**config.mk**
```make
export PLATFORM = sky130hd
export DESIGN_NAME = mem_access_unit_flat
export DESIGN_NICKNAME = d
export VERILOG_FILES = /design/src/rtl/mem_access_unit_pkg.sv /design/src/rtl/mem_access_unit_if.sv /design/src/rtl/mem_access_unit_align.sv /design/src/rtl/mem_access_unit.sv /design/src/flat_wrapper.sv
export SDC_FILE = /design/constraint.sdc
export NUM_CORES = 1
export LEC_CHECK = 0
export CAP_MARGIN = 20
export CELL_PAD_IN_SITES_DETAIL_PLACEMENT = 0
export CELL_PAD_IN_SITES_GLOBAL_PLACEMENT = 1
export CORE_ASPECT_RATIO = 1.1
export CORE_UTILIZATION = 36
export CTS_CLUSTER_DIAMETER = 120
export DETAILED_ROUTE_END_ITERATION = 12
export GPL_TIMING_DRIVEN = 1
export PLACE_DENSITY_LB_ADDON = 0.1
export SETUP_SLACK_MARGIN = 0.15
export SYNTH_ARGS = -nofsm -noshare
export SYNTH_HDL_FRONTEND = slang
export SYNTH_HIERARCHICAL = 1
export SYNTH_SLANG_ARGS = --single-unit
```
**constraint.sdc**
```tcl
create_clock -name clk -period 3.7 [get_ports clk]
set_input_delay 0.925 -clock clk [delete_from_list [all_inputs] [get_ports clk]]
set_output_delay 0.925 -clock clk [all_outputs]
set_load 0.05 [all_outputs]
```
**src/rtl/mem_access_unit_pkg.sv**
```systemverilog
// rtl/mem_access_unit_pkg.sv - shared types and constants for the memory access stage
//
// Purpose: bus widths, funct3 encodings for loads/stores, the FSM state enum
// and the packed bundles exchanged with the execute stage, the register file
// write port and the data-memory bus.
package mem_access_unit_pkg;

    localparam int cXLEN       = 32;
    localparam int cRegSelBitW = 5;

    // funct3 encodings; stores reuse B/H/W
    localparam logic [2:0] cMemB  = 3'd0;
    localparam logic [2:0] cMemH  = 3'd1;
    localparam logic [2:0] cMemW  = 3'd2;
    localparam logic [2:0] cMemBU = 3'd4;
    localparam logic [2:0] cMemHU = 3'd5;

    typedef enum logic [1:0] {
        eMemIdle,
        eMemReq,
        eMemWait
    } tMemState;

    typedef struct packed {
        logic                   read;
        logic                   write;
        logic [cXLEN-1:0]       addr;
        logic [cXLEN-1:0]       data;
        logic [2:0]             opType;
        logic [cRegSelBitW-1:0] rdAddr;
    } tMemOp;

    typedef struct packed {
        logic                   dv;
        logic [cRegSelBitW-1:0] addr;
        logic [cXLEN-1:0]       data;
    } tRegOp;

    typedef struct packed {
        tMemOp memOp;
        tRegOp regOp;
    } tAluOut;

    typedef struct packed {
        logic             req;
        logic             we;
        logic [cXLEN-1:0] addr;
        logic [cXLEN-1:0] wdata;
        logic [3:0]       be;
    } tDmemReq;

endpackage

```
**src/rtl/mem_access_unit_if.sv**
```systemverilog
// rtl/mem_access_unit_if.sv - execute-stage, data-memory and writeback signals of the memory stage
//
// Purpose: bundles every non-clock/reset signal of mem_access_unit.
// Ports:
//   iAluOut/iAluValid/oAluReady        execute-stage handshake (unit is responder)
//   oDmemReq/We/Addr/Wdata/Be          data-memory request, held until iDmemGnt
//   iDmemGnt/iDmemRvalid/iDmemRdata    data-memory response
//   oRegOp                             register-file writeback, dv is a pulse
//   oMemErr/oMemErrAddr                error pulse with offending byte address
// Modports: slave = the memory access unit, master = its surroundings.
interface mem_access_unit_if;
    import mem_access_unit_pkg::*;

    tAluOut             iAluOut;
    logic               iAluValid;
    logic               oAluReady;
    logic               oDmemReq;
    logic               oDmemWe;
    logic [cXLEN-1:0]   oDmemAddr;
    logic [cXLEN-1:0]   oDmemWdata;
    logic [3:0]         oDmemBe;
    logic               iDmemGnt;
    logic               iDmemRvalid;
    logic [cXLEN-1:0]   iDmemRdata;
    tRegOp              oRegOp;
    logic               oMemErr;
    logic [cXLEN-1:0]   oMemErrAddr;

    modport slave (
        input  iAluOut, iAluValid, iDmemGnt, iDmemRvalid, iDmemRdata,
        output oAluReady, oDmemReq, oDmemWe, oDmemAddr, oDmemWdata, oDmemBe,
        output oRegOp, oMemErr, oMemErrAddr
    );

    modport master (
        output iAluOut, iAluValid, iDmemGnt, iDmemRvalid, iDmemRdata,
        input  oAluReady, oDmemReq, oDmemWe, oDmemAddr, oDmemWdata, oDmemBe,
        input  oRegOp, oMemErr, oMemErrAddr
    );

endinterface

```
**src/rtl/mem_access_unit_align.sv**
```systemverilog
// rtl/mem_access_unit_align.sv - combinational store formatter, load extender and access checker
//
// Purpose: pure datapath helper for mem_access_unit.
// Ports:
//   req_*     incoming request: direction, funct3, byte offset, store data
//   req_err   misaligned, illegal funct3 for the direction, or read&write both set
//   st_wdata  lane-replicated store data; st_be byte enables (0 for loads)
//   ld_*      latched load funct3/offset and returned bus word
//   ld_value  aligned and sign/zero-extended load result
module mem_access_unit_align
    import mem_access_unit_pkg::*;
(
    input  logic               req_read,
    input  logic               req_write,
    input  logic [2:0]         req_op_type,
    input  logic [1:0]         req_off,
    input  logic [cXLEN-1:0]   req_data,
    output logic               req_err,
    output logic [cXLEN-1:0]   st_wdata,
    output logic [3:0]         st_be,
    input  logic [2:0]         ld_op_type,
    input  logic [1:0]         ld_off,
    input  logic [cXLEN-1:0]   ld_rdata,
    output logic [cXLEN-1:0]   ld_value
);

    logic             legal_op;
    logic             misaligned;
    logic [cXLEN-1:0] ld_shifted;

    always_comb begin
        legal_op = 1'b0;
        if (req_write) begin
            legal_op = (req_op_type == cMemB) || (req_op_type == cMemH) || (req_op_type == cMemW);
        end else begin
            legal_op = (req_op_type == cMemB)  || (req_op_type == cMemH) || (req_op_type == cMemW) ||
                       (req_op_type == cMemBU) || (req_op_type == cMemHU);
        end

        // funct3[1:0] encodes the access size for every legal encoding
        misaligned = 1'b0;
        case (req_op_type[1:0])
            2'd1:    misaligned = req_off[0];
            2'd2:    misaligned = (req_off != 2'd0);
            default: misaligned = 1'b0;
        endcase

        req_err = (req_read && req_write) || !legal_op || misaligned;
    end

    always_comb begin
        st_wdata = req_data;
        st_be    = 4'hF;
        case (req_op_type)
            cMemB: begin
                st_wdata = {4{req_data[7:0]}};
                st_be    = 4'b0001 << req_off;
            end
            cMemH: begin
                st_wdata = {2{req_data[15:0]}};
                st_be    = 4'b0011 << req_off;
            end
            default: begin
                st_wdata = req_data;
                st_be    = 4'hF;
            end
        endcase
        if (!req_write) begin
            st_be = 4'h0;
        end
    end

    always_comb begin
        ld_shifted = ld_rdata >> {ld_off, 3'b000};
        case (ld_op_type)
            cMemB:   ld_value = {{24{ld_shifted[7]}}, ld_shifted[7:0]};
            cMemH:   ld_value = {{16{ld_shifted[15]}}, ld_shifted[15:0]};
            cMemBU:  ld_value = {24'd0, ld_shifted[7:0]};
            cMemHU:  ld_value = {16'd0, ld_shifted[15:0]};
            default: ld_value = ld_shifted;
        endcase
    end

endmodule

```
**src/rtl/mem_access_unit.sv**
```systemverilog
// rtl/mem_access_unit.sv - memory stage: execute result in, data-memory access, writeback out
//
// Purpose: accepts one tAluOut per handshake in IDLE. Pass-through results
// write back the next cycle; legal loads/stores run IDLE->REQ(->WAIT)->IDLE
// with a single access in flight; illegal or misaligned accesses raise a
// one-cycle error pulse and never reach the bus.
// Ports:
//   clk   core clock, rising edge
//   rstn  asynchronous active-low reset
//   mau   mem_access_unit_if.slave (execute handshake, dmem bus, writeback, error)
module mem_access_unit
    import mem_access_unit_pkg::*;
(
    input  logic               clk,
    input  logic               rstn,
    mem_access_unit_if.slave   mau
);

    tAluOut                 alu;
    tMemState               state_q, state_d;
    tDmemReq                bus_q, bus_d;
    logic [2:0]             op_type_q, op_type_d;
    logic [1:0]             off_q, off_d;
    logic [cRegSelBitW-1:0] rd_addr_q, rd_addr_d;
    tRegOp                  regop_q, regop_d;
    logic                   err_q, err_d;
    logic [cXLEN-1:0]       err_addr_q, err_addr_d;

    logic                   accept;
    logic                   is_mem;
    logic                   req_err;
    logic [cXLEN-1:0]       st_wdata;
    logic [3:0]             st_be;
    logic [cXLEN-1:0]       ld_value;

    assign alu    = mau.iAluOut;
    assign accept = (state_q == eMemIdle) && mau.iAluValid;
    assign is_mem = alu.memOp.read || alu.memOp.write;

    mem_access_unit_align u_align (
        .req_read    (alu.memOp.read),
        .req_write   (alu.memOp.write),
        .req_op_type (alu.memOp.opType),
        .req_off     (alu.memOp.addr[1:0]),
        .req_data    (alu.memOp.data),
        .req_err     (req_err),
        .st_wdata    (st_wdata),
        .st_be       (st_be),
        .ld_op_type  (op_type_q),
        .ld_off      (off_q),
        .ld_rdata    (mau.iDmemRdata),
        .ld_value    (ld_value)
    );

    // State register; reset drops the bus request without waiting for a clock
    always_ff @(posedge clk or negedge rstn) begin
        if (!rstn) begin
            state_q    <= eMemIdle;
            bus_q      <= '0;
            op_type_q  <= '0;
            off_q      <= '0;
            rd_addr_q  <= '0;
            regop_q    <= '0;
            err_q      <= 1'b0;
            err_addr_q <= '0;
        end else begin
            state_q    <= state_d;
            bus_q      <= bus_d;
            op_type_q  <= op_type_d;
            off_q      <= off_d;
            rd_addr_q  <= rd_addr_d;
            regop_q    <= regop_d;
            err_q      <= err_d;
            err_addr_q <= err_addr_d;
        end
    end

    // Next-state logic
    always_comb begin
        state_d = state_q;
        case (state_q)
            eMemIdle: begin
                if (accept && is_mem && !req_err) begin
                    state_d = eMemReq;
                end
            end
            eMemReq: begin
                if (mau.iDmemGnt) begin
                    state_d = bus_q.we ? eMemIdle : eMemWait;
                end
            end
            eMemWait: begin
                if (mau.iDmemRvalid) begin
                    state_d = eMemIdle;
                end
            end
            default: state_d = eMemIdle;
        endcase
    end

    // Datapath registers: request latch, writeback and error pulses
    always_comb begin
        bus_d      = bus_q;
        op_type_d  = op_type_q;
        off_d      = off_q;
        rd_addr_d  = rd_addr_q;
        regop_d    = '0;
        err_d      = 1'b0;
        err_addr_d = err_addr_q;

        case (state_q)
            eMemIdle: begin
                if (accept) begin
                    if (!is_mem) begin
                        regop_d = alu.regOp;
                        if (alu.regOp.addr == '0) begin
                            regop_d.dv = 1'b0;
                        end
                    end else if (req_err) begin
                        err_d      = 1'b1;
                        err_addr_d = alu.memOp.addr;
                    end else begin
                        bus_d.req   = 1'b1;
                        bus_d.we    = alu.memOp.write;
                        bus_d.addr  = {alu.memOp.addr[cXLEN-1:2], 2'b00};
                        bus_d.wdata = st_wdata;
                        bus_d.be    = st_be;
                        op_type_d   = alu.memOp.opType;
                        off_d       = alu.memOp.addr[1:0];
                        rd_addr_d   = alu.memOp.rdAddr;
                    end
                end
            end
            eMemReq: begin
                if (mau.iDmemGnt) begin
                    bus_d.req = 1'b0;
                end
            end
            eMemWait: begin
                if (mau.iDmemRvalid) begin
                    regop_d.dv   = (rd_addr_q != '0);
                    regop_d.addr = rd_addr_q;
                    regop_d.data = ld_value;
                end
            end
            default: begin
                bus_d.req = 1'b0;
            end
        endcase
    end

    // Outputs
    always_comb begin
        mau.oAluReady   = (state_q == eMemIdle);
        mau.oDmemReq    = bus_q.req;
        mau.oDmemWe     = bus_q.we;
        mau.oDmemAddr   = bus_q.addr;
        mau.oDmemWdata  = bus_q.wdata;
        mau.oDmemBe     = bus_q.be;
        mau.oRegOp      = regop_q;
        mau.oMemErr     = err_q;
        mau.oMemErrAddr = err_addr_q;
    end

endmodule

```
**src/flat_wrapper.sv**
```systemverilog
// flat-port wrapper written by rule: the top's interface ports become plain ports
module mem_access_unit_flat import mem_access_unit_pkg::*;
  (clk, rstn, mau_iAluOut, mau_iAluValid, mau_iDmemGnt, mau_iDmemRvalid, mau_iDmemRdata, mau_oAluReady, mau_oDmemReq, mau_oDmemWe, mau_oDmemAddr, mau_oDmemWdata, mau_oDmemBe, mau_oRegOp, mau_oMemErr, mau_oMemErrAddr);
  mem_access_unit_if mau_i ();
  input  logic clk;
  input  logic rstn;
  input wire logic [$bits(mau_i.iAluOut)-1:0] mau_iAluOut;
  input wire logic [$bits(mau_i.iAluValid)-1:0] mau_iAluValid;
  input wire logic [$bits(mau_i.iDmemGnt)-1:0] mau_iDmemGnt;
  input wire logic [$bits(mau_i.iDmemRvalid)-1:0] mau_iDmemRvalid;
  input wire logic [$bits(mau_i.iDmemRdata)-1:0] mau_iDmemRdata;
  output wire logic [$bits(mau_i.oAluReady)-1:0] mau_oAluReady;
  output wire logic [$bits(mau_i.oDmemReq)-1:0] mau_oDmemReq;
  output wire logic [$bits(mau_i.oDmemWe)-1:0] mau_oDmemWe;
  output wire logic [$bits(mau_i.oDmemAddr)-1:0] mau_oDmemAddr;
  output wire logic [$bits(mau_i.oDmemWdata)-1:0] mau_oDmemWdata;
  output wire logic [$bits(mau_i.oDmemBe)-1:0] mau_oDmemBe;
  output wire logic [$bits(mau_i.oRegOp)-1:0] mau_oRegOp;
  output wire logic [$bits(mau_i.oMemErr)-1:0] mau_oMemErr;
  output wire logic [$bits(mau_i.oMemErrAddr)-1:0] mau_oMemErrAddr;
  assign mau_i.iAluOut = mau_iAluOut;
  assign mau_i.iAluValid = mau_iAluValid;
  assign mau_i.iDmemGnt = mau_iDmemGnt;
  assign mau_i.iDmemRvalid = mau_iDmemRvalid;
  assign mau_i.iDmemRdata = mau_iDmemRdata;
  assign mau_oAluReady = mau_i.oAluReady;
  assign mau_oDmemReq = mau_i.oDmemReq;
  assign mau_oDmemWe = mau_i.oDmemWe;
  assign mau_oDmemAddr = mau_i.oDmemAddr;
  assign mau_oDmemWdata = mau_i.oDmemWdata;
  assign mau_oDmemBe = mau_i.oDmemBe;
  assign mau_oRegOp = mau_i.oRegOp;
  assign mau_oMemErr = mau_i.oMemErr;
  assign mau_oMemErrAddr = mau_i.oMemErrAddr;
  mem_access_unit u_core (.clk(clk), .rstn(rstn), .mau(mau_i));
endmodule
```
Word level (Yosys, flattened, before mapping)
Cells that the tools add are included.

storage, ports and cells
  ROM bits = 0
  output and inout port bits = 142
  RAM bits = 0
  latch bits = 0
  memories kept = 0
  flip-flop bits (word level) = 151

cells by class
  divide/modulo/power cells = 0
  $mul = 0
  add/sub/neg operators = 0
  reduce and logical (&&, ||, !) cells = 23
  eq/ne operators = 17
  order comparisons = 0
  shift-type cells = 3
  muxes and demuxes = 25
  bitwise gates (word level) = 2

operators by type and width
  cell                                                             number
  70-bit 2-to-1 mux                                                3
  32-bit case mux with 4 select lines                              1
  38-bit 2-to-1 mux                                                3
  38-bit case mux with 2 select lines                              1
  32-bit case mux with 2 select lines                              1
  32-bit by 5-bit >> shifter with 32-bit output                    1
  3-bit == test, second input constant                             4
  2-bit 2-to-1 mux                                                 4
  4-bit case mux with 2 select lines                               1
  4-bit AND reduction                                              2
  1-bit logical OR                                                 7
  1-bit 2-to-1 mux                                                 7
  3-bit by 1-bit == test with 1-bit output, second input constant  2
  3-bit zero test                                                  2
  2-bit by 1-bit != test with 1-bit output, second input constant  3
  2-bit != test, second input constant                             3
  2-bit case mux with 3 select lines                               1
  5-bit zero test                                                  1
  5-bit AND reduction                                              1
  5-bit nonzero test                                               1
  2-bit by 1-bit == test with 1-bit output, second input constant  2
  2-bit == test, second input constant                             2
  1-bit logical AND                                                4
  4-bit 2-to-1 mux                                                 1
  10 further kinds                                                 12

Depth between registers and ports, before layout
Gate-level depths: netlist of the first run.

  depth in word-level cells = 13
  gate-level depth with buffers = 11
  depth with buffers taken out = 8

By module
Netlist of the first run, hierarchy kept.

modules (own cells, without submodules)
  module                 area an instance (µm²)  cells each  times used
  mem_access_unit        5636.7                  339         1
  mem_access_unit_align  1242.4                  187         1

Least setup slack after synthesis of the first run
Ideal clock, no wire load.

  kind = input port to flip-flop
  start = input mau_iAluOut[44]
  end = register u_core.err_addr_q[12] (netlist: u_core/mau.oMemErrAddr[12])
  arrival time = 2.982 ns
  setup slack = 0.593 ns
  required time = 3.575 ns
  stages = 7
  buffers on the path = 2
  path through = inv_1 > ha_1 > clkbuf_1 > o311ai_0 > nor3b_4 > buf_6 > mux2_2

on the way
  longest elaborated chain between the ends = 10
  elaborated cells on any way between the ends = 17
  those cells by class = eq/ne (6); mux (2); reduce/logical (9)

ends and longest elaborated chain
  element                                                                      RTL line                                                  text
  start, declared                                                              flat_wrapper.sv:7                                         input wire logic [$bits(mau_i.iAluOut)-1:0] mau_iAluOut;
  3-bit by 1-bit == test with 1-bit output or 3-bit zero test (tied branches)  mem_access_unit_align.sv:34, mem_access_unit_align.sv:36
  1-bit logical OR (2 in a row)                                                mem_access_unit_align.sv:34, mem_access_unit_align.sv:36
  1-bit logical OR                                                             mem_access_unit_align.sv:36                               legal_op = (req_op_type == cMemB) || (req_op_type == cMemH) || (req_op_type == cMemW) ||
  1-bit logical OR                                                             mem_access_unit_align.sv:37                               (req_op_type == cMemBU) || (req_op_type == cMemHU);
  1-bit 2-to-1 mux                                                             mem_access_unit_align.sv:33                               if (req_write) begin
  1-bit zero test                                                              mem_access_unit_align.sv:48                               req_err = (req_read && req_write) || !legal_op || misaligned;
  1-bit logical OR                                                             mem_access_unit_align.sv:48
  1-bit logical OR *                                                           mem_access_unit_align.sv:48
  net u_core.req_err                                                           mem_access_unit.sv:31                                     logic req_err;
  4-bit AND reduction (no line) *                                              n/a
  end signal, assigned                                                         mem_access_unit.sv:74                                     err_addr_q <= err_addr_d;
  end, declared                                                                mem_access_unit.sv:27                                     logic [cXLEN-1:0] err_addr_q, err_addr_d;

The timed path passes the listed nets; every way through them passes the cells marked *.
A chain may end at the register's enable or synchronous reset.

Worst setup path in the final report of the first run
  start = input mau_iAluOut[44]
  end = register u_core.bus_q (netlist bit u_core/mau.oDmemWdata[29])

on the way
  longest elaborated chain between the ends = 11
  elaborated cells on any way between the ends = 19
  those cells by class = eq/ne (6); mux (3); bitwise (1); reduce/logical (9)

ends and longest elaborated chain
  element                                                                      RTL line                                                  text
  3-bit by 1-bit == test with 1-bit output or 3-bit zero test (tied branches)  mem_access_unit_align.sv:34, mem_access_unit_align.sv:36
  1-bit logical OR (2 in a row)                                                mem_access_unit_align.sv:34, mem_access_unit_align.sv:36
  1-bit logical OR                                                             mem_access_unit_align.sv:36
  1-bit logical OR                                                             mem_access_unit_align.sv:37
  1-bit 2-to-1 mux                                                             mem_access_unit_align.sv:33
  1-bit zero test                                                              mem_access_unit_align.sv:48
  1-bit logical OR                                                             mem_access_unit_align.sv:48
  1-bit logical OR *                                                           mem_access_unit_align.sv:48
  net u_core.req_err                                                           mem_access_unit.sv:31
  1-bit inverter (no line) *                                                   n/a
  4-bit AND reduction (no line) *                                              n/a
  end signal, assigned                                                         mem_access_unit.sv:68                                     bus_q <= bus_d;
  end, declared                                                                mem_access_unit.sv:21                                     tDmemReq bus_q, bus_d;

Marked as above.

==> results of run 1 <==
[metal layers]
layer  vias to the layer above  share of wire
li1                       2464              -
met1                      2600           0.41
met2                       221           0.49
met3                        11          0.081
met4                         0         0.0098
met5                         -              0
[worst max-delay path by stage]
stage                                             endpoint  slack [ns]  depth (start not counted)
floorplan           u_core/mau.oMemErrAddr[12]$_DFFE_PN0P_        0.59                          7
global placement     u_core/mau.oDmemWdata[29]$_DFFE_PN0P_        0.38                         11
global route                   u_core/off_q[1]$_DFFE_PN0P_        0.64                         11
finish               u_core/mau.oDmemWdata[29]$_DFFE_PN0P_        0.75                         11
CTS                  u_core/mau.oDmemWdata[29]$_DFFE_PN0P_        0.78                         11
detailed placement    u_core/mau.oDmemWdata[6]$_DFFE_PN0P_        0.33                         11
[through the flow]
step	hold slack [ns]	area, um^2	setup WS, ns
after floorplan	0.475	6880	0.593
after global placement	0.466	9960	0.383
after detailed placement	0.476	9960	0.334
after CTS	0.490	10600	0.779
after global routing	0.510	10600	0.640
final	0.491	10600	0.748
[report_power, final]
part,switching [mW],internal (mW),leakage [nW]
combinational,2.43,1.47,2.29
clock,0.744,1.08,0.300
sequential,0.312,2.14,1.87
[layout make-up]
class	count	area, um^2	area share
Clock buffer	17	425	0.0402
Clock inverter	14	189	0.0179
Inverter	3	11.3	0.00106
Multi-Input combinational cell	328	2810	0.266
Sequential cell	151	3780	0.357
Tap cell	243	304	0.0287
Timing Repair Buffer	306	3060	0.289
[registers in the layout (all words and copies together), names as in the netlist, 2 cells and up]
register	cells
u_core/off_q	2
u_core/mau.oRegOp	38
u_core/mau.oMemErrAddr	32
u_core/op_type_q	3
u_core/mau.oDmemWdata	32
u_core/mau.oDmemAddr	30
u_core/mau.oDmemBe	4
u_core/state_q	2
u_core/rd_addr_q	5
[cell usage after synthesis (2+ instances only)]
master                     number
sky130_fd_sc_hd__dfrtp_1      151
sky130_fd_sc_hd__mux2_2        96
sky130_fd_sc_hd__a22o_1        45
sky130_fd_sc_hd__nand2_1       27
sky130_fd_sc_hd__nor2_1        23
sky130_fd_sc_hd__mux2_1        21
sky130_fd_sc_hd__mux2i_1       19
sky130_fd_sc_hd__o21ai_0       19
sky130_fd_sc_hd__a211oi_1      14
sky130_fd_sc_hd__buf_2         14
sky130_fd_sc_hd__buf_4         12
sky130_fd_sc_hd__clkbuf_1      11
sky130_fd_sc_hd__nor2b_1       11
sky130_fd_sc_hd__a21oi_1       10
sky130_fd_sc_hd__a22oi_1        8
sky130_fd_sc_hd__buf_6          7
sky130_fd_sc_hd__nand2b_1       4
sky130_fd_sc_hd__o21a_1         4
sky130_fd_sc_hd__ha_1           3
sky130_fd_sc_hd__inv_1          3
sky130_fd_sc_hd__nand3b_1       2
sky130_fd_sc_hd__nor3_4         2
sky130_fd_sc_hd__o21ai_2        2
sky130_fd_sc_hd__or4_1          2
[cells in the final DEF (no fill, tap or decap), types with 4 or more instances in the layout]
cell type / n
sky130_fd_sc_hd__mux2_1: 21
sky130_fd_sc_hd__mux2i_1: 19
sky130_fd_sc_hd__clkbuf_16: 17
sky130_fd_sc_hd__nand2_1: 27
sky130_fd_sc_hd__o21ai_0: 19
sky130_fd_sc_hd__buf_4: 15
sky130_fd_sc_hd__nor2b_1: 11
sky130_fd_sc_hd__mux2_2: 96
sky130_fd_sc_hd__a22o_1: 45
sky130_fd_sc_hd__a21oi_1: 10
sky130_fd_sc_hd__nor2_1: 23
sky130_fd_sc_hd__nand2b_1: 4
sky130_fd_sc_hd__dfrtp_1: 151
sky130_fd_sc_hd__a22oi_1: 8
sky130_fd_sc_hd__a211oi_1: 14
sky130_fd_sc_hd__clkdlybuf4s50_1: 287
sky130_fd_sc_hd__o21a_1: 4
[logic make-up after synthesis]
group	Yosys count	synth area share
AOI/OAI and AO/OA	110	0.121
and+or+nand+nor	76	0.0587
buffers and inverters	48	0.0429
DFF	151	0.549
other	1	0.000545
muxes	137	0.222
adders and majority gates	3	0.00546
[worst register-to-register path, stage by stage (launching register included)]
cell and delay, ns:
sky130_fd_sc_hd__dfrtp_1 0.45, sky130_fd_sc_hd__buf_4 0.43, sky130_fd_sc_hd__mux2i_4 0.35, sky130_fd_sc_hd__nand3b_1 0.12, sky130_fd_sc_hd__o211ai_2 0.28, sky130_fd_sc_hd__o21ai_0 0.23
sky130_fd_sc_hd__a22o_1 0.25
==> results.sh, run 1 <==
export IMPL_finalCriticalPeriod_ns=2.95
export IMPL_critPathCaptureType="register"
export IMPL_synth_distinct_cells=40
export IMPL_data_required_critical_path_ns=4.00
export IMPL_report_final_hold_viol_count=0
export IMPL_timing_final_setup_violations=0
export IMPL_groute_layer_met3_usage=0.0666
export IMPL_synth_largest_type_area_fraction=0.549
export IMPL_antenna_found_initial=0
export IMPL_netlist_area_before_placement_mm2=0.00688
export IMPL_hold_path_class="register to register"
export IMPL_die_height_um=147
export IMPL_h_tree_depth=4
export IMPL_synth_flop_cell="sky130_fd_sc_hd__dfrtp_1"
export IMPL_total_of_buffers_placed_on_input_and_output_ports=288
export IMPL_critPathLaunch="mau_iAluOut[44]"
export IMPL_met1_usage=0.258
export IMPL_final_cycle_utilization_of_the_critical_path=0.798
export IMPL_max_clock_path_buffers=2
export IMPL_drcViolationCount=0
export IMPL_reg_to_reg_setup_timing_slack_ns=1.49
export IMPL_fin_tns_setup_ns=0
export IMPL_worst_slew_pin_transition_ns=0.946
export IMPL_layout_core_utilization=0.570
export IMPL_grt_most_used_layer="met2"
export IMPL_synth_seq_area_share=0.549
export IMPL_filler_cell_count=1570
export IMPL_place_gp_congestion=0.780
export IMPL_clock_fmax_mhz=339
export IMPL_dieArea_mm2=0.0197
export IMPL_floorplan_initialDensity=0.371
export IMPL_tritoncts_clock_tree="built"
export IMPL_layout_nets=959
export IMPL_critPathMaxFanout=64
export IMPL_timing_critical_path_buf_inv=4
export IMPL_grt_met2_usage=0.349
export IMPL_synthesis_instances=526
export IMPL_area_growth_pct=53.8
export IMPL_worst_reg2reg_startpoint="u_core/off_q[0]$_DFFE_PN0P_"
export IMPL_detail_route_wirelength_mm=20.0
export IMPL_maxCapViolCount=0
export IMPL_clk_pin_slew_ns=0.07
export IMPL_worstReg2RegEnd="u_core/mau.oRegOp[22]$_DFF_PN0_"
export IMPL_ys_warnings_count=6
export IMPL_r2r_worst_path_cells=6
export IMPL_die_w_um=134
export IMPL_cell_type_of_the_slowest_stage_on_the_worst_timing_path="sky130_fd_sc_hd__clkdlybuf4s50_1"
export IMPL_numCtsBuffers=17
export IMPL_maxSlewHeadroom=0.369
export IMPL_number_of_hold_buffers_added_after_cts=0
export IMPL_crit_path_cell_chain="clkdlybuf4s50_1 > inv_1 > ha_1 > nand2_1 > nand2_1 > nand2_1 > o311ai_0 > buf_4 > nor3_4 > buf_12 > mux2_2"
export IMPL_clock_sinks=151
export IMPL_final_layout_size_suffix_gt1_frac=0.193
export IMPL_vias_per_cell=4.99
export IMPL_run_status="completed"
export IMPL_ir_drop_uv=444
export IMPL_synth_area_leader_cell="sky130_fd_sc_hd__dfrtp_1"
export IMPL_antenna_cells_inserted=0
export IMPL_timing_final_max_slew_violations=0
export IMPL_startpoint_types="input pin"
export IMPL_timing_critical_path_arrival_ns=3.25
export IMPL_place_hpwl_mm=14.4
export IMPL_clock_latency_ns=0.42
export IMPL_grt_max_degree=97
export IMPL_critPathMaxStageDelay_ns=0.51
export IMPL_worstHoldPathCells=1
export IMPL_grt_pass1_vias=5560
export IMPL_synth_area_per_cell_um2=13.1
export IMPL_clock_skew_ns=0.00875
export IMPL_area_contributors_post_synth="sky130_fd_sc_hd__dfrtp_1 55%, sky130_fd_sc_hd__mux2_2 16%, sky130_fd_sc_hd__a22o_1 5.7%, sky130_fd_sc_hd__mux2_1 3.4%, sky130_fd_sc_hd__mux2i_1 2.8%"
export IMPL_grt_setup_unrepaired="false"
export IMPL_floorplan_core_area_mm2=0.0185
export IMPL_dpl_cell_count=1031
export IMPL_first_pass_grt_wire_length_mm=31.3
export IMPL_critical_path_top_delay_family="buffers and inverters"
export IMPL_drtPass1Iterations=4
export IMPL_hold_path_endpoint="u_core/mau.oDmemWdata[22]$_DFFE_PN0P_"
export IMPL_power_density_mw_per_mm2=774
export IMPL_first_iter_violations=300
export IMPL_vias=5296
export IMPL_i_o_pin_cnt=291
export IMPL_cts_resized_gates=0
export IMPL_cts_setup_buffers=0
export IMPL_cts_root_buffer="sky130_fd_sc_hd__clkbuf_16"
export IMPL_wl_per_cell_um=18.8
export IMPL_crit_type="input pin to register"
export IMPL_row_count=52
export IMPL_fin_cells=1062
export IMPL_grt_total_usage=0.208
export IMPL_synth_seq_cells=151
export IMPL_cpMostUsedCell="sky130_fd_sc_hd__nand2_1"
export IMPL_postSynth_asyncResetShare=1.00
export IMPL_synth_enable_flop_cells=0
export IMPL_totalPowerFinal_mw=8.19
export IMPL_p_leak_nw=4.46
export IMPL_antenna_left=0
export IMPL_global_route_overflow_total=0
export IMPL_worst_hold_startpoint="u_core/mau.oDmemWdata[22]$_DFFE_PN0P_"
Note: power is estimated with default switching activity, not from simulation.
==> run 2: changes to the inputs <==
--- a/config.mk
+++ b/config.mk
@@ -9,7 +9,7 @@
 export CELL_PAD_IN_SITES_DETAIL_PLACEMENT = 0
 export CELL_PAD_IN_SITES_GLOBAL_PLACEMENT = 1
 export CORE_ASPECT_RATIO = 1.1
-export CORE_UTILIZATION = 36
+export CORE_UTILIZATION = 33
 export CTS_CLUSTER_DIAMETER = 120
 export DETAILED_ROUTE_END_ITERATION = 12
 export GPL_TIMING_DRIVEN = 1
==> constraint.sdc (replaced) <==
create_clock -name clk -period 2.9 [get_ports clk]
set_input_delay 0.725 -clock clk [delete_from_list [all_inputs] [get_ports clk]]
set_output_delay 0.725 -clock clk [all_outputs]
set_load 0.05 [all_outputs]
==> run 2 against run 1 <==
Compared with the run above:
- die area up 9.0%
- highest routed layer unchanged
- wire length increased by 4.9%
- count of clock-buffer cells in the layout stayed put
- total power up 29%
==> results.sh, run 2 (synthesis gave the netlist of run 1 again) <==
export IMPL_hold_path_class="input pin to asynchronous set/reset pin"
export IMPL_critPathMaxFanout=22
export IMPL_setup_slack_ns=0.263
export IMPL_total_of_buffers_placed_on_input_and_output_ports=288
export IMPL_critPathCaptureType="register"
export IMPL_layout_core_utilization=0.525
export IMPL_vias=5433
export IMPL_floorplan_core_area_mm2=0.0205
export IMPL_first_pass_grt_wire_length_mm=32.6
export IMPL_grt_pass1_vias=5763
export IMPL_run_status="completed"
export IMPL_clk_pin_slew_ns=0.07
export IMPL_worstReg2RegEnd="u_core/mau.oRegOp[20]$_DFF_PN0_"
export IMPL_ir_drop_uv=533
export IMPL_number_of_hold_buffers_added_after_cts=0
export IMPL_h_tree_depth=4
export IMPL_global_route_overflow_total=0
export IMPL_place_gp_congestion=0.826
export IMPL_i_o_pin_cnt=291
export IMPL_crit_type="input pin to register"
export IMPL_data_required_critical_path_ns=3.20
export IMPL_power_density_mw_per_mm2=980
export IMPL_clock_skew_ns=0.00767
export IMPL_clock_latency_ns=0.42
export IMPL_layout_nets=972
export IMPL_critical_path_top_delay_family="buffers and inverters"
export IMPL_timing_critical_path_buf_inv=5
export IMPL_final_cycle_utilization_of_the_critical_path=0.909
export IMPL_fin_tns_setup_ns=0
export IMPL_grt_total_usage=0.198
export IMPL_die_w_um=140
export IMPL_layout_common_cells="287 x sky130_fd_sc_hd__clkdlybuf4s50_1, 151 x sky130_fd_sc_hd__dfrtp_1, 96 x sky130_fd_sc_hd__mux2_2"
export IMPL_area_growth_pct=56.6
export IMPL_first_iter_violations=228
export IMPL_finalCriticalPeriod_ns=2.64
export IMPL_clock_sinks=151
export IMPL_cts_root_buffer="sky130_fd_sc_hd__clkbuf_16"
export IMPL_mostFrequentLayoutCell="sky130_fd_sc_hd__clkdlybuf4s50_1"
export IMPL_timing_final_setup_violations=0
export IMPL_floorplan_initialDensity=0.335
export IMPL_row_count=55
export IMPL_die_height_um=153
export IMPL_startpoint_types="input pin"
export IMPL_critPathMaxStageDelay_ns=0.53
export IMPL_numCtsBuffers=17
export IMPL_clock_fmax_mhz=379
export IMPL_filler_cell_count=1771
export IMPL_wl_per_cell_um=19.2
export IMPL_drtPass1Iterations=4
export IMPL_drcViolationCount=0
export IMPL_largest_register_ff_count=38
export IMPL_sequential_standard_cell_area_mm2=0.00378
export IMPL_multi_input_area_mm2=0.00282
export IMPL_preCtsSetupSlack_ns=-0.314
export IMPL_maxCapViolCount=0
export IMPL_worst_slew_pin_transition_ns=0.732
export IMPL_maxSlewHeadroom=0.512
export IMPL_grt_max_degree=73
export IMPL_tritoncts_clock_tree="built"
export IMPL_antenna_left=0
export IMPL_place_hpwl_mm=15.1
export IMPL_final_layout_size_suffix_gt1_frac=0.208
export IMPL_cell_type_of_the_slowest_stage_on_the_worst_timing_path="sky130_fd_sc_hd__clkdlybuf4s50_1"
export IMPL_grt_setup_unrepaired="false"
export IMPL_antenna_found_initial=2
export IMPL_crit_path_cell_chain="clkdlybuf4s50_1 > inv_1 > ha_1 > o21ai_0 > nand2_1 > nand2_1 > o311ai_2 > buf_4 > nor3_4 > buf_4 > buf_6 > mux2_2"
export IMPL_r2r_worst_path_cells=5
export IMPL_p_leak_nw=4.56
export IMPL_vias_per_cell=4.98
export IMPL_report_final_hold_viol_count=0
export IMPL_detail_route_wirelength_mm=21.0
export IMPL_worst_reg2reg_startpoint="u_core/off_q[0]$_DFFE_PN0P_"
export IMPL_timing_final_max_slew_violations=0
export IMPL_reg_to_reg_setup_timing_slack_ns=0.59
export IMPL_dieArea_mm2=0.0214
export IMPL_max_clock_path_buffers=2
export IMPL_timing_critical_path_arrival_ns=2.94
run 2: timing repair:
action / CTS / global route
pin swaps: 0 / 1
setup endpoints to repair: 22 / 100
gates resized for setup: 1 / 3
gates cloned: 0 / 1
setup buffers: 0 / 2
hold endpoints to repair: 0 / 0
run 2: per-layer routing:
metal	wire length [um]	vias up	GRT usage
li1	-	2501	-
met1	8660	2710	0.242
met2	10400	202	0.332
met3	1590	20	0.0648
met4	266	0	0.0581
met5	0	-	0
run 2: power by group:
part | total [mW] | internal [mW] | switching (mW)
combinational | 5.06 | 1.91 | 3.15
clock | 2.39 | 1.40 | 0.995
sequential | 3.11 | 2.74 | 0.374
total | 10.6 | 6.04 | 4.52
run 2: worst max-delay path by stage:
stage                                from                                      to  depth (start not counted)
after CTS                 mau_iAluOut[43]         u_core/op_type_q[0]$_DFFE_PN0P_                         11
after global routing      mau_iAluOut[44]    u_core/mau.oDmemAddr[10]$_DFFE_PN0P_                         12
final                     mau_iAluOut[43]    u_core/mau.oDmemAddr[31]$_DFFE_PN0P_                         12
after detailed placement  mau_iAluOut[43]    u_core/mau.oDmemAddr[12]$_DFFE_PN0P_                         11
after global placement    mau_iAluOut[43]    u_core/mau.oDmemAddr[23]$_DFFE_PN0P_                         11
after floorplan           mau_iAluOut[44]  u_core/mau.oMemErrAddr[12]$_DFFE_PN0P_                          7
run 2: cell type report:
class | count | share of cell area
well taps | 256 | 0.0297
clock buffers | 17 | 0.0395
multi-input cells | 328 | 0.262
diodes | 1 | 0.000232
inverters | 3 | 0.00105
repair buffers | 319 | 0.298
flip-flops and latches | 151 | 0.351
clock inverters | 15 | 0.0193
run 2: worst reg2reg max path, cell delays in order (launching register included):
cell	delay, ns
sky130_fd_sc_hd__dfrtp_1	0.70
sky130_fd_sc_hd__mux2i_1	0.32
sky130_fd_sc_hd__mux2i_1	0.13
sky130_fd_sc_hd__o211ai_2	0.57
sky130_fd_sc_hd__o21ai_0	0.24
sky130_fd_sc_hd__a22o_1	0.25
run 2: metrics by stage:
stage	hold WS, ns	std cells	power, mW	cell area [um^2]
after global placement	0.467	1054	8.16	10100
after global routing	0.358	1090	11.1	10800
after detailed placement	0.473	1054	8.23	10100
after floorplan	0.429	527	6.39	6880
final	0.309	1090	10.6	10800
after CTS	0.347	1086	10.7	10700
==> run 3: changes to the inputs <==
--- a/config.mk
+++ b/config.mk
@@ -13,9 +13,11 @@
 export CTS_CLUSTER_DIAMETER = 120
 export DETAILED_ROUTE_END_ITERATION = 12
 export GPL_TIMING_DRIVEN = 1
+export MAX_ROUTING_LAYER = met4
 export PLACE_DENSITY_LB_ADDON = 0.1
 export SETUP_SLACK_MARGIN = 0.15
 export SYNTH_ARGS = -nofsm -noshare
 export SYNTH_HDL_FRONTEND = slang
 export SYNTH_HIERARCHICAL = 1
 export SYNTH_SLANG_ARGS = --single-unit
+export TNS_END_PERCENT = 20
==> run 3 against run 2 <==
Compared with the run above:
- clock skew increased by 0.00060 ns
- clock power barely moved
- largest cell class unchanged
- global-route usage rose by 0.60 points
- non-clock buffer count unchanged
- via count is 0.11% lower
- first-iteration DRC count increased by 4.4%
- sequential share of layout area is essentially flat
- die area stayed put
- register-to-register slack barely moved
- maximum frequency about the same
- combinational power barely moved
==> results.sh, run 3 (synthesis gave the netlist of run 1 again) <==
export IMPL_run_status="completed"
export IMPL_clock_sinks=151
export IMPL_hold_path_class="input pin to asynchronous set/reset pin"
export IMPL_layout_nets=972
export IMPL_ir_drop_uv=533
export IMPL_worst_slew_pin_transition_ns=0.723
export IMPL_vias=5427
export IMPL_layout_common_cells="287 x sky130_fd_sc_hd__clkdlybuf4s50_1, 151 x sky130_fd_sc_hd__dfrtp_1, 96 x sky130_fd_sc_hd__mux2_2"
export IMPL_die_w_um=140
export IMPL_clock_latency_ns=0.42
export IMPL_data_required_critical_path_ns=3.21
export IMPL_totalPowerFinal_mw=10.6
export IMPL_filler_cell_count=1772
export IMPL_place_hpwl_mm=15.1
export IMPL_number_of_hold_buffers_added_after_cts=0
export IMPL_timing_final_max_slew_violations=0
export IMPL_finalCriticalPeriod_ns=2.64
export IMPL_area_growth_pct=56.7
export IMPL_maxSlewHeadroom=0.518
export IMPL_place_gp_congestion=0.839
export IMPL_vias_per_cell=4.97
export IMPL_mostFrequentLayoutCell="sky130_fd_sc_hd__clkdlybuf4s50_1"
export IMPL_critPathCaptureType="register"
export IMPL_clk_pin_slew_ns=0.07
export IMPL_wl_per_cell_um=19.2
export IMPL_largest_register_ff_count=38
export IMPL_numCtsBuffers=17
export IMPL_die_height_um=153
export IMPL_clock_skew_ns=0.00827
export IMPL_critPathMaxStageDelay_ns=0.53
export IMPL_crit_type="input pin to register"
export IMPL_drcViolationCount=0
export IMPL_i_o_pin_cnt=291
export IMPL_floorplan_core_area_mm2=0.0205
export IMPL_antenna_found_initial=2
export IMPL_total_of_buffers_placed_on_input_and_output_ports=288
export IMPL_floorplan_initialDensity=0.335
export IMPL_h_tree_depth=4
export IMPL_cell_type_of_the_slowest_stage_on_the_worst_timing_path="sky130_fd_sc_hd__clkdlybuf4s50_1"
export IMPL_tritoncts_clock_tree="built"
export IMPL_crit_path_cell_chain="clkdlybuf4s50_1 > inv_1 > ha_1 > o21ai_0 > nand2_1 > nand2_1 > o311ai_2 > buf_4 > nor3_4 > buf_4 > buf_6 > mux2_2"
export IMPL_global_route_overflow_total=0
export IMPL_critPathLaunch="mau_iAluOut[43]"
export IMPL_critical_path_top_delay_family="buffers and inverters"
export IMPL_p_leak_nw=4.56
export IMPL_row_count=55
export IMPL_maxCapViolCount=0
export IMPL_grt_total_usage=0.204
export IMPL_max_clock_path_buffers=2
export IMPL_dieArea_mm2=0.0214
export IMPL_grt_pass1_vias=5771
export IMPL_grt_setup_unrepaired="false"
export IMPL_worst_reg2reg_startpoint="u_core/off_q[0]$_DFFE_PN0P_"
export IMPL_power_density_mw_per_mm2=980
export IMPL_timing_critical_path_buf_inv=5
export IMPL_timing_critical_path_arrival_ns=2.94
export IMPL_sequential_standard_cell_area_mm2=0.00378
export IMPL_cts_root_buffer="sky130_fd_sc_hd__clkbuf_16"
export IMPL_multi_input_area_mm2=0.00282
export IMPL_grt_max_degree=73
export IMPL_startpoint_types="input pin"
export IMPL_critPathMaxFanout=22
export IMPL_first_iter_violations=238
export IMPL_drtPass1Iterations=4
export IMPL_first_pass_grt_wire_length_mm=32.5
export IMPL_report_final_hold_viol_count=0
export IMPL_final_layout_size_suffix_gt1_frac=0.208
export IMPL_timing_final_setup_violations=0
export IMPL_final_cycle_utilization_of_the_critical_path=0.910
export IMPL_clock_fmax_mhz=379
export IMPL_antenna_left=0
export IMPL_detail_route_wirelength_mm=20.9
export IMPL_layout_core_utilization=0.526
## run 3: cell types whose count changed in the layout (fill, tap and decap cells not counted)
cell                      before  now
sky130_fd_sc_hd__diode_2       1    2
## run 3: cell type report
class / count / area share
antenna: 2 / 0.000464
clock buffer: 17 / 0.0395
clock inverter: 15 / 0.0193
inverter: 3 / 0.00104
multi-input combinational: 328 / 0.262
sequential: 151 / 0.351
tap: 256 / 0.0297
timing repair buffer: 319 / 0.298
## run 3: where the power goes
part	internal [mW]	switching (mW)	leakage, nW
Clock	1.40	0.996	0.309
Sequential	2.74	0.375	1.87
Combinational	1.91	3.15	2.38
## run 3: timing repair
action	in CTS	in global routing
gates cloned	0	1
gates resized for setup	1	3
pin swaps	0	1
buffers inserted	0	2
setup endpoints to repair	22	100
## run 3: path summary, 6_finish.rpt
path	slack (ns)	cells after the start	to
setup / recovery	0.26	12	u_core/mau.oDmemAddr[26]$_DFFE_PN0P_
hold / removal	0.31	1	u_core/mau.oDmemAddr[27]$_DFFE_PN0P_
setup reg to reg	0.58	6	u_core/mau.oRegOp[20]$_DFF_PN0_
hold reg to reg	0.48	1	u_core/mau.oDmemReq$_DFFE_PN0P_
max in group asynchronous	1.88	2	u_core/mau.oDmemAddr[31]$_DFFE_PN0P_
min in group clk	0.48	1	u_core/mau.oDmemReq$_DFFE_PN0P_
## run 3: stage by stage
step | hold slack [ns] | setup TNS (ns) | std cells | instance area [um^2] | setup slack (ns)
6_report | 0.313 | 0 | 1091 | 10800 | 0.262
5_1_grt | 0.359 | 0 | 1091 | 10800 | 0.143
4_1_cts | 0.347 | 0 | 1086 | 10700 | 0.154
3_5_place_dp | 0.473 | -29.24 | 1054 | 10100 | -0.314
3_3_place_gp | 0.467 | -22.68 | 1054 | 10100 | -0.251
2_1_floorplan | 0.429 | 0 | 527 | 6880 | 0.185
## run 3: per-layer routing
metal  part of all wire  GRT usage  vias up
li1                   -          -     2496
met3              0.072     0.0620       19
met4              0.013     0.0581        0
met2               0.50      0.332      199
met1               0.42      0.244     2713
met5                  0          -        -
## run 3: worst reg2reg max path, delay by kind of cell, from the launching register on
family	cells	cell delay, ns
flops	1	0.71
simple gates	1	0.21
compound gates	4	0.88
buf+inv	1	0.42
